File: config.mk
export PLATFORM = sky130hd
export DESIGN_NAME = uart_dma_responder_flat
export DESIGN_NICKNAME = d
export VERILOG_FILES = /design/src/rtl/uart_dma_pkg.sv /design/src/rtl/uart_dma_responder_if.sv /design/src/rtl/byte_fifo.sv /design/src/rtl/uart_dma_responder.sv /design/src/flat_wrapper.sv
export SDC_FILE = /design/constraint.sdc
export NUM_CORES = 1
export LEC_CHECK = 0
export CAP_MARGIN = 25
export CORE_UTILIZATION = 40
export CTS_CLUSTER_DIAMETER = 150
export DETAILED_ROUTE_END_ITERATION = 6
export GPL_TIMING_DRIVEN = 0
export PLACE_DENSITY = 0.54
export SLEW_MARGIN = 20
export SYNTH_ARGS = -nofsm -noshare
export SYNTH_HDL_FRONTEND = slang
export SYNTH_SLANG_ARGS = --single-unit
export TNS_END_PERCENT = 20
File: constraint.sdc
create_clock -name i_Clock -period 3.4 [get_ports i_Clock]
set_input_delay 0.68 -clock i_Clock [delete_from_list [all_inputs] [get_ports i_Clock]]
set_output_delay 0.68 -clock i_Clock [all_outputs]
set_load 0.02 [all_outputs]
File: src/rtl/uart_dma_pkg.sv
// rtl/uart_dma_pkg.sv - shared depth, idle byte and drain FSM encodings for the UART DMA responder
package uart_dma_pkg;

    localparam int DEPTH = 64;
    localparam logic [7:0] IDLE_BYTE = 8'hFE;

    typedef logic [2:0] state_t;

    localparam state_t ST_IDLE  = 3'd0;
    localparam state_t ST_LOAD  = 3'd1;
    localparam state_t ST_START = 3'd2;
    localparam state_t ST_WAIT  = 3'd3;
    localparam state_t ST_DONE  = 3'd4;

endpackage

File: src/rtl/uart_dma_responder_if.sv
// rtl/uart_dma_responder_if.sv - DMA, transmitter and receiver signals of the UART DMA responder
interface uart_dma_responder_if #(parameter int DEPTH = uart_dma_pkg::DEPTH);

    localparam int CW = $clog2(DEPTH) + 1;

    logic [7:0]    i_uart_tx;
    logic          i_uart_tx_dv;
    logic          i_Tx_Send;
    logic          o_Tx_Done;
    logic [CW-1:0] o_Tx_Count;
    logic [7:0]    o_Tx_Byte;
    logic          o_Tx_DV;
    logic          i_Tx_Serial_Done;
    logic [7:0]    i_Rx_Byte;
    logic          i_Rx_DV;
    logic          i_Read_Flag;
    logic [7:0]    o_uart_rx;
    logic [CW-1:0] o_Rx_Count;
    logic [1:0]    o_Overflow;
    logic          i_Clear_Flags;

    modport master (
        output i_uart_tx, i_uart_tx_dv, i_Tx_Send, i_Tx_Serial_Done,
        output i_Rx_Byte, i_Rx_DV, i_Read_Flag, i_Clear_Flags,
        input  o_Tx_Done, o_Tx_Count, o_Tx_Byte, o_Tx_DV,
        input  o_uart_rx, o_Rx_Count, o_Overflow
    );

    modport slave (
        input  i_uart_tx, i_uart_tx_dv, i_Tx_Send, i_Tx_Serial_Done,
        input  i_Rx_Byte, i_Rx_DV, i_Read_Flag, i_Clear_Flags,
        output o_Tx_Done, o_Tx_Count, o_Tx_Byte, o_Tx_DV,
        output o_uart_rx, o_Rx_Count, o_Overflow
    );

endinterface

File: src/rtl/byte_fifo.sv
// rtl/byte_fifo.sv - power-of-two byte FIFO with first-word-fall-through head
module byte_fifo #(
    parameter int DEPTH = 64
) (
    input  logic                     clk,
    input  logic                     rst_n,
    input  logic                     push,
    input  logic [7:0]               wdata,
    input  logic                     pop,
    output logic [7:0]               head,
    output logic                     full,
    output logic                     empty,
    output logic [$clog2(DEPTH):0]   count
);

    localparam int AW = $clog2(DEPTH);
    localparam logic [AW:0] FULL_COUNT = (AW+1)'(DEPTH);

    logic [7:0]    mem [DEPTH];
    logic [AW-1:0] wr_ptr;
    logic [AW-1:0] rd_ptr;
    logic          wr_en;
    logic          rd_en;

    // A pop frees a slot in the same cycle, so a full FIFO still takes a push alongside a pop.
    assign rd_en = pop && !empty;
    assign wr_en = push && (!full || rd_en);
    assign full  = (count == FULL_COUNT);
    assign empty = (count == '0);
    assign head  = mem[rd_ptr];

    always_ff @(posedge clk) begin
        if (wr_en) begin
            mem[wr_ptr] <= wdata;
        end
    end

    always_ff @(posedge clk or negedge rst_n) begin
        if (!rst_n) begin
            wr_ptr <= '0;
            rd_ptr <= '0;
            count  <= '0;
        end else begin
            if (wr_en) begin
                wr_ptr <= wr_ptr + AW'(1);
            end
            if (rd_en) begin
                rd_ptr <= rd_ptr + AW'(1);
            end
            count <= count + (AW+1)'(wr_en) - (AW+1)'(rd_en);
        end
    end

endmodule

File: src/rtl/uart_dma_responder.sv
// rtl/uart_dma_responder.sv - DMA-facing TX/RX byte FIFOs with a drain FSM feeding a UART transmitter
module uart_dma_responder
    import uart_dma_pkg::*;
#(
    parameter int DEPTH = uart_dma_pkg::DEPTH
) (
    input  logic                 i_Clock,
    input  logic                 i_Reset_n,
    uart_dma_responder_if.slave  bus
);

    state_t     state;
    logic [7:0] tx_byte;
    logic [1:0] flags;
    logic [7:0] tx_head;
    logic [7:0] rx_head;
    logic       tx_full;
    logic       tx_empty;
    logic       rx_full;
    logic       rx_empty;
    logic       tx_pop;
    logic       tx_ovf;
    logic       rx_ovf;

    assign tx_pop = (state == ST_LOAD);

    byte_fifo #(.DEPTH(DEPTH)) u_tx_fifo (
        .clk   (i_Clock),
        .rst_n (i_Reset_n),
        .push  (bus.i_uart_tx_dv),
        .wdata (bus.i_uart_tx),
        .pop   (tx_pop),
        .head  (tx_head),
        .full  (tx_full),
        .empty (tx_empty),
        .count (bus.o_Tx_Count)
    );

    byte_fifo #(.DEPTH(DEPTH)) u_rx_fifo (
        .clk   (i_Clock),
        .rst_n (i_Reset_n),
        .push  (bus.i_Rx_DV),
        .wdata (bus.i_Rx_Byte),
        .pop   (bus.i_Read_Flag),
        .head  (rx_head),
        .full  (rx_full),
        .empty (rx_empty),
        .count (bus.o_Rx_Count)
    );

    // A drop only happens when full and no pop frees a slot in the same cycle.
    assign tx_ovf = bus.i_uart_tx_dv && tx_full && !tx_pop;
    assign rx_ovf = bus.i_Rx_DV && rx_full && !bus.i_Read_Flag;

    always_ff @(posedge i_Clock or negedge i_Reset_n) begin
        if (!i_Reset_n) begin
            state   <= ST_IDLE;
            tx_byte <= IDLE_BYTE;
            flags   <= 2'b00;
        end else begin
            if (bus.i_Clear_Flags) begin
                flags <= 2'b00;
            end else begin
                flags <= flags | {rx_ovf, tx_ovf};
            end
            case (state)
                ST_IDLE:  if (bus.i_Tx_Send && !tx_empty) state <= ST_LOAD;
                ST_LOAD: begin
                    tx_byte <= tx_head;
                    state   <= ST_START;
                end
                ST_START: state <= ST_WAIT;
                ST_WAIT:  if (bus.i_Tx_Serial_Done) state <= ST_DONE;
                ST_DONE:  state <= (bus.i_Tx_Send && !tx_empty) ? ST_LOAD : ST_IDLE;
                default:  state <= ST_IDLE;
            endcase
        end
    end

    assign bus.o_Tx_DV    = (state == ST_START);
    assign bus.o_Tx_Done  = (state == ST_DONE);
    assign bus.o_Tx_Byte  = tx_byte;
    assign bus.o_uart_rx  = rx_empty ? IDLE_BYTE : rx_head;
    assign bus.o_Overflow = flags;

endmodule
File: src/flat_wrapper.sv
// flat-port wrapper written by rule: the top's interface ports become plain ports
module uart_dma_responder_flat import uart_dma_pkg::*;
#(
    parameter int DEPTH = uart_dma_pkg::DEPTH
)
  (i_Clock, i_Reset_n, bus_i_uart_tx, bus_i_uart_tx_dv, bus_i_Tx_Send, bus_i_Tx_Serial_Done, bus_i_Rx_Byte, bus_i_Rx_DV, bus_i_Read_Flag, bus_i_Clear_Flags, bus_o_Tx_Done, bus_o_Tx_Count, bus_o_Tx_Byte, bus_o_Tx_DV, bus_o_uart_rx, bus_o_Rx_Count, bus_o_Overflow);
  uart_dma_responder_if #(.DEPTH(DEPTH)) bus_i ();
  input  logic i_Clock;
  input  logic i_Reset_n;
  input wire logic [$bits(bus_i.i_uart_tx)-1:0] bus_i_uart_tx;
  input wire logic [$bits(bus_i.i_uart_tx_dv)-1:0] bus_i_uart_tx_dv;
  input wire logic [$bits(bus_i.i_Tx_Send)-1:0] bus_i_Tx_Send;
  input wire logic [$bits(bus_i.i_Tx_Serial_Done)-1:0] bus_i_Tx_Serial_Done;
  input wire logic [$bits(bus_i.i_Rx_Byte)-1:0] bus_i_Rx_Byte;
  input wire logic [$bits(bus_i.i_Rx_DV)-1:0] bus_i_Rx_DV;
  input wire logic [$bits(bus_i.i_Read_Flag)-1:0] bus_i_Read_Flag;
  input wire logic [$bits(bus_i.i_Clear_Flags)-1:0] bus_i_Clear_Flags;
  output wire logic [$bits(bus_i.o_Tx_Done)-1:0] bus_o_Tx_Done;
  output wire logic [$bits(bus_i.o_Tx_Count)-1:0] bus_o_Tx_Count;
  output wire logic [$bits(bus_i.o_Tx_Byte)-1:0] bus_o_Tx_Byte;
  output wire logic [$bits(bus_i.o_Tx_DV)-1:0] bus_o_Tx_DV;
  output wire logic [$bits(bus_i.o_uart_rx)-1:0] bus_o_uart_rx;
  output wire logic [$bits(bus_i.o_Rx_Count)-1:0] bus_o_Rx_Count;
  output wire logic [$bits(bus_i.o_Overflow)-1:0] bus_o_Overflow;
  assign bus_i.i_uart_tx = bus_i_uart_tx;
  assign bus_i.i_uart_tx_dv = bus_i_uart_tx_dv;
  assign bus_i.i_Tx_Send = bus_i_Tx_Send;
  assign bus_i.i_Tx_Serial_Done = bus_i_Tx_Serial_Done;
  assign bus_i.i_Rx_Byte = bus_i_Rx_Byte;
  assign bus_i.i_Rx_DV = bus_i_Rx_DV;
  assign bus_i.i_Read_Flag = bus_i_Read_Flag;
  assign bus_i.i_Clear_Flags = bus_i_Clear_Flags;
  assign bus_o_Tx_Done = bus_i.o_Tx_Done;
  assign bus_o_Tx_Count = bus_i.o_Tx_Count;
  assign bus_o_Tx_Byte = bus_i.o_Tx_Byte;
  assign bus_o_Tx_DV = bus_i.o_Tx_DV;
  assign bus_o_uart_rx = bus_i.o_uart_rx;
  assign bus_o_Rx_Count = bus_i.o_Rx_Count;
  assign bus_o_Overflow = bus_i.o_Overflow;
  uart_dma_responder #(.DEPTH(DEPTH)) u_core (.i_Clock(i_Clock), .i_Reset_n(i_Reset_n), .bus(bus_i));
endmodule
==> impl_metrics.tcl <==
set metrics [dict create \
    status "finished, violations left" \
    violations "negative setup slack" \
    clk_latency_ns 0.72 \
    skew_ns 0.03369 \
    seq_area_um2 32040 \
    synthFlopType "edfxtp_1" \
    crit_fanout 10 \
    ant_nets 0 \
    p_leak_nw 16.14 \
    synthCells 2149 \
    dpl_cell_area_um2 44950 \
    whs_ns 0.3434 \
    io_buffers 57 \
    utilization_pct 47.50 \
    setup_slack_ns -0.3990 \
    post-route-min-period_ns 3.799 \
    synth_warnings 0 \
    core_region_area_um2 105300 \
    relSlewSlack_pct 21.66 \
    synth_area_um2 42510 \
    endpoint_kind "output port" \
    yosysTopAreaCell "edfxtp_1" \
    first_global_vias 22155 \
    grt_max_degree 65 \
    synth_cell_types 59 \
    cts_buffers 111 \
    place_congestion 0.8881 \
    rsz0062_at_grt "yes" \
    fmax_ghz 0.2632 \
    drv_cap 0 \
    final_cell_mix "edfxtp_1 (1,024), mux4_2 (185), mux2i_1 (132), clkbuf_16 (114), nor2_1 (92)" \
    syn-mean-instance-area_um2 19.78 \
    synth-edff-count 1024 \
    cts_tree "yes" \
    final_common_cell "edfxtp_1" \
    cp.arrival_ns 3.12 \
    critPathKind "reg -> out" \
    place_inst 3606 \
    cts.htree.levels 3 \
    grt_pass1_wl_mm 152.8 \
    layout.cells.non_filler 3848 \
    yosysSeqAreaShare_pct 75.35 \
    multi_input_area_um2 10350 \
    synth.ff_latch_count 1075 \
    core.rowCount 119 \
    avgRoutedWirePerCell_um 27.40 \
    routed_wl_mm 105.4 \
    drive_gt1_share_pct 27.51 \
    finalSetupViolCount 53 \
    worst_ep_required_time_ns 2.72 \
    fp.dieW_um 328.0 \
    root_buffer "clkbuf_16" \
    hold_viol_final 0 \
    min_path_type "in -> async" \
    ios 58 \
    cp-start-kind "register" \
    grt_overflow 0 \
    vdd_drop_max_mv 0.5438 \
    vias 21508 \
    tightest_slew_ns 1.175 \
    ys_top_cells_by_area "edfxtp_1 (72%), mux4_2 (9.8%), mux2i_1 (3.3%), dfrtp_1 (2.6%), nor2_1 (1.4%)" \
    grt_antenna_before_repair 1 \
    grt_use_total_pct 19.66 \
    synth_top_area_share_pct 72.33 \
    hpwl_mm 68.40 \
    drc 0 \
    antenna-diode-count 0 \
    p_per_area_nw_per_um2 849.4 \
    path_clk_slew_ns 0.07 \
    drv_slew 0 \
    fin_crit_sh_pct 111.7 \
    syn-num-nets 2195 \
    die-area_um2 107600 \
    synthArstFlopShare_pct 4.744 \
    nets 2411 \
    start_util_pct 40.39 \
    dr.pass1.iters 5 \
    fp.dieH_um 328.0 \
    n_fill_cell 8637 \
    max-clock-path-buffers 3 \
    areaGrowthSynthToFinish_pct 17.63 \
    routed_via_density 5.589 \
    drt_iter0_markers 1845 \
    design_area_um2 50010 \
    clock_sinks 1075 \
]
## state kept, by name, summed over array words and instances (netlist names)
register                 flops
u_core.bus.o_Overflow        2
u_core.u_tx_fifo.rd_ptr      6
u_core.u_tx_fifo.count       7
u_core.u_rx_fifo.mem       512
u_core.u_tx_fifo.wr_ptr      6
u_core.state                 3
u_core.u_rx_fifo.rd_ptr      6
u_core.u_rx_fifo.count       7
u_core.bus.o_Tx_Byte         8
u_core.u_rx_fifo.wr_ptr      6
u_core.u_tx_fifo.mem       512
## final cells by class
class	instances	share of cell area (%)
Buffer	110	1.999
Sequential cell	1075	64.06
Multi-Input combinational cell	939	20.70
Tap cell	1391	3.480
Clock inverter	66	1.229
Timing Repair Buffer	107	2.377
Inverter	21	0.1576
Clock buffer	139	5.990
## per-stage QoR
stage | setup slack (ns) | power, mW | setup TNS, ns
4_1_cts | -0.4515 | 42.36 | -13.33
5_1_grt | -0.4581 | 43.96 | -13.73
3_3_place_gp | -0.9818 | 28.74 | -456.76
6_report | -0.3990 | 42.48 | -4.103
2_1_floorplan | 0.3143 | 24.09 | 0
3_5_place_dp | -1.021 | 28.85 | -343.54
## cell families (layout without fill, tap and decap cells)
| logic type | count (synthesis) | count (layout) | share of synthesized area, % |
|---|---|---|---|
| AO/OA/AOI/OAI | 219 | 219 | 3.638 |
| flip-flops | 1075 | 1075 | 75.35 |
| XOR/XNOR | 30 | 30 | 0.6180 |
| buffers and inverters | 135 | 443 | 1.816 |
| AND/OR/NAND/NOR | 303 | 303 | 3.249 |
| multiplexers | 365 | 365 | 14.64 |
| adder cells (fa/ha/maj) | 22 | 22 | 0.6828 |
## worst max-delay path, stage by stage, from the launching register on
cell,delay [ns]
dfrtp_1,0.37
buf_4,0.26
buf_6,0.24
buf_4,0.28
buf_6,0.27
mux2i_2,0.33
o22ai_1,0.17
nor2_1,0.18
nand3_2,0.13
buf_6,0.16
## cell usage after synthesis (14+ instances only)
cell type,count
edfxtp_1,1024
mux4_2,185
nor2_1,161
mux2i_1,142
a22oi_1,52
dfrtp_1,44
nand2_1,44
a21oi_1,40
buf_2,35
clkbuf_1,33
mux2_2,24
nand3_1,24
a221oi_1,22
buf_4,22
xnor2_1,22
ha_1,20
inv_1,20
o21ai_0,20
o221ai_1,16
mux4_1,14
o22ai_1,14
## where the power goes
group | switching [mW] | internal (mW)
Combinational | 8.41 | 6.48
Sequential | 0.371 | 15.3
Clock | 5.15 | 6.80
Total | 13.9 | 28.5
## final timing paths
| path | cells after the start | end | slack (ns) | from |
|---|---|---|---|---|
| max in group asynchronous | 3 | u_core.u_rx_fifo.wr_ptr[5]$_DFFE_PN0P_ | 2.51 | i_Reset_n |
| worst max register to register | 5 | u_core.u_tx_fifo.mem[60][1]$_DFFE_PP_ | 0.01 | u_core.state[2]$_DFFE_PN0P_ |
| min in group i_Clock | 1 | u_core.u_tx_fifo.mem[44][4]$_DFFE_PP_ | 0.41 | bus_i_uart_tx[4] |
| worst max-delay path | 9 | bus_o_uart_rx[5] | -0.40 | u_core.u_rx_fifo.rd_ptr[2]$_DFFE_PN0N_ |
| worst min register to register | 1 | u_core.u_tx_fifo.rd_ptr[5]$_DFFE_PN0N_ | 0.48 | u_core.u_tx_fifo.rd_ptr[5]$_DFFE_PN0N_ |
| worst min-delay path | 2 | u_core.bus.o_Tx_Byte[0]$_DFFE_PN0N_ | 0.34 | i_Reset_n |
## routing by layer
layer	routed length [um]	GRT usage, %	vias up
li1	-	-	9263
met1	43550	26.00	11363
met2	53290	33.24	698
met3	5585	3.062	184
met4	3003	6.380	0
met5	0	0	-
## timing repair
item | in CTS | in global routing
endpoints found under the setup margin | 238 | 618
resized for setup | 229 | 90
buffers inserted | 17 | 18
endpoints found under the hold margin | 7 | 0
pin swaps | 25 | 14
hold buffers | 1 | 0
cloned | 4 | 1
Power figures use the tool's default switching activity.
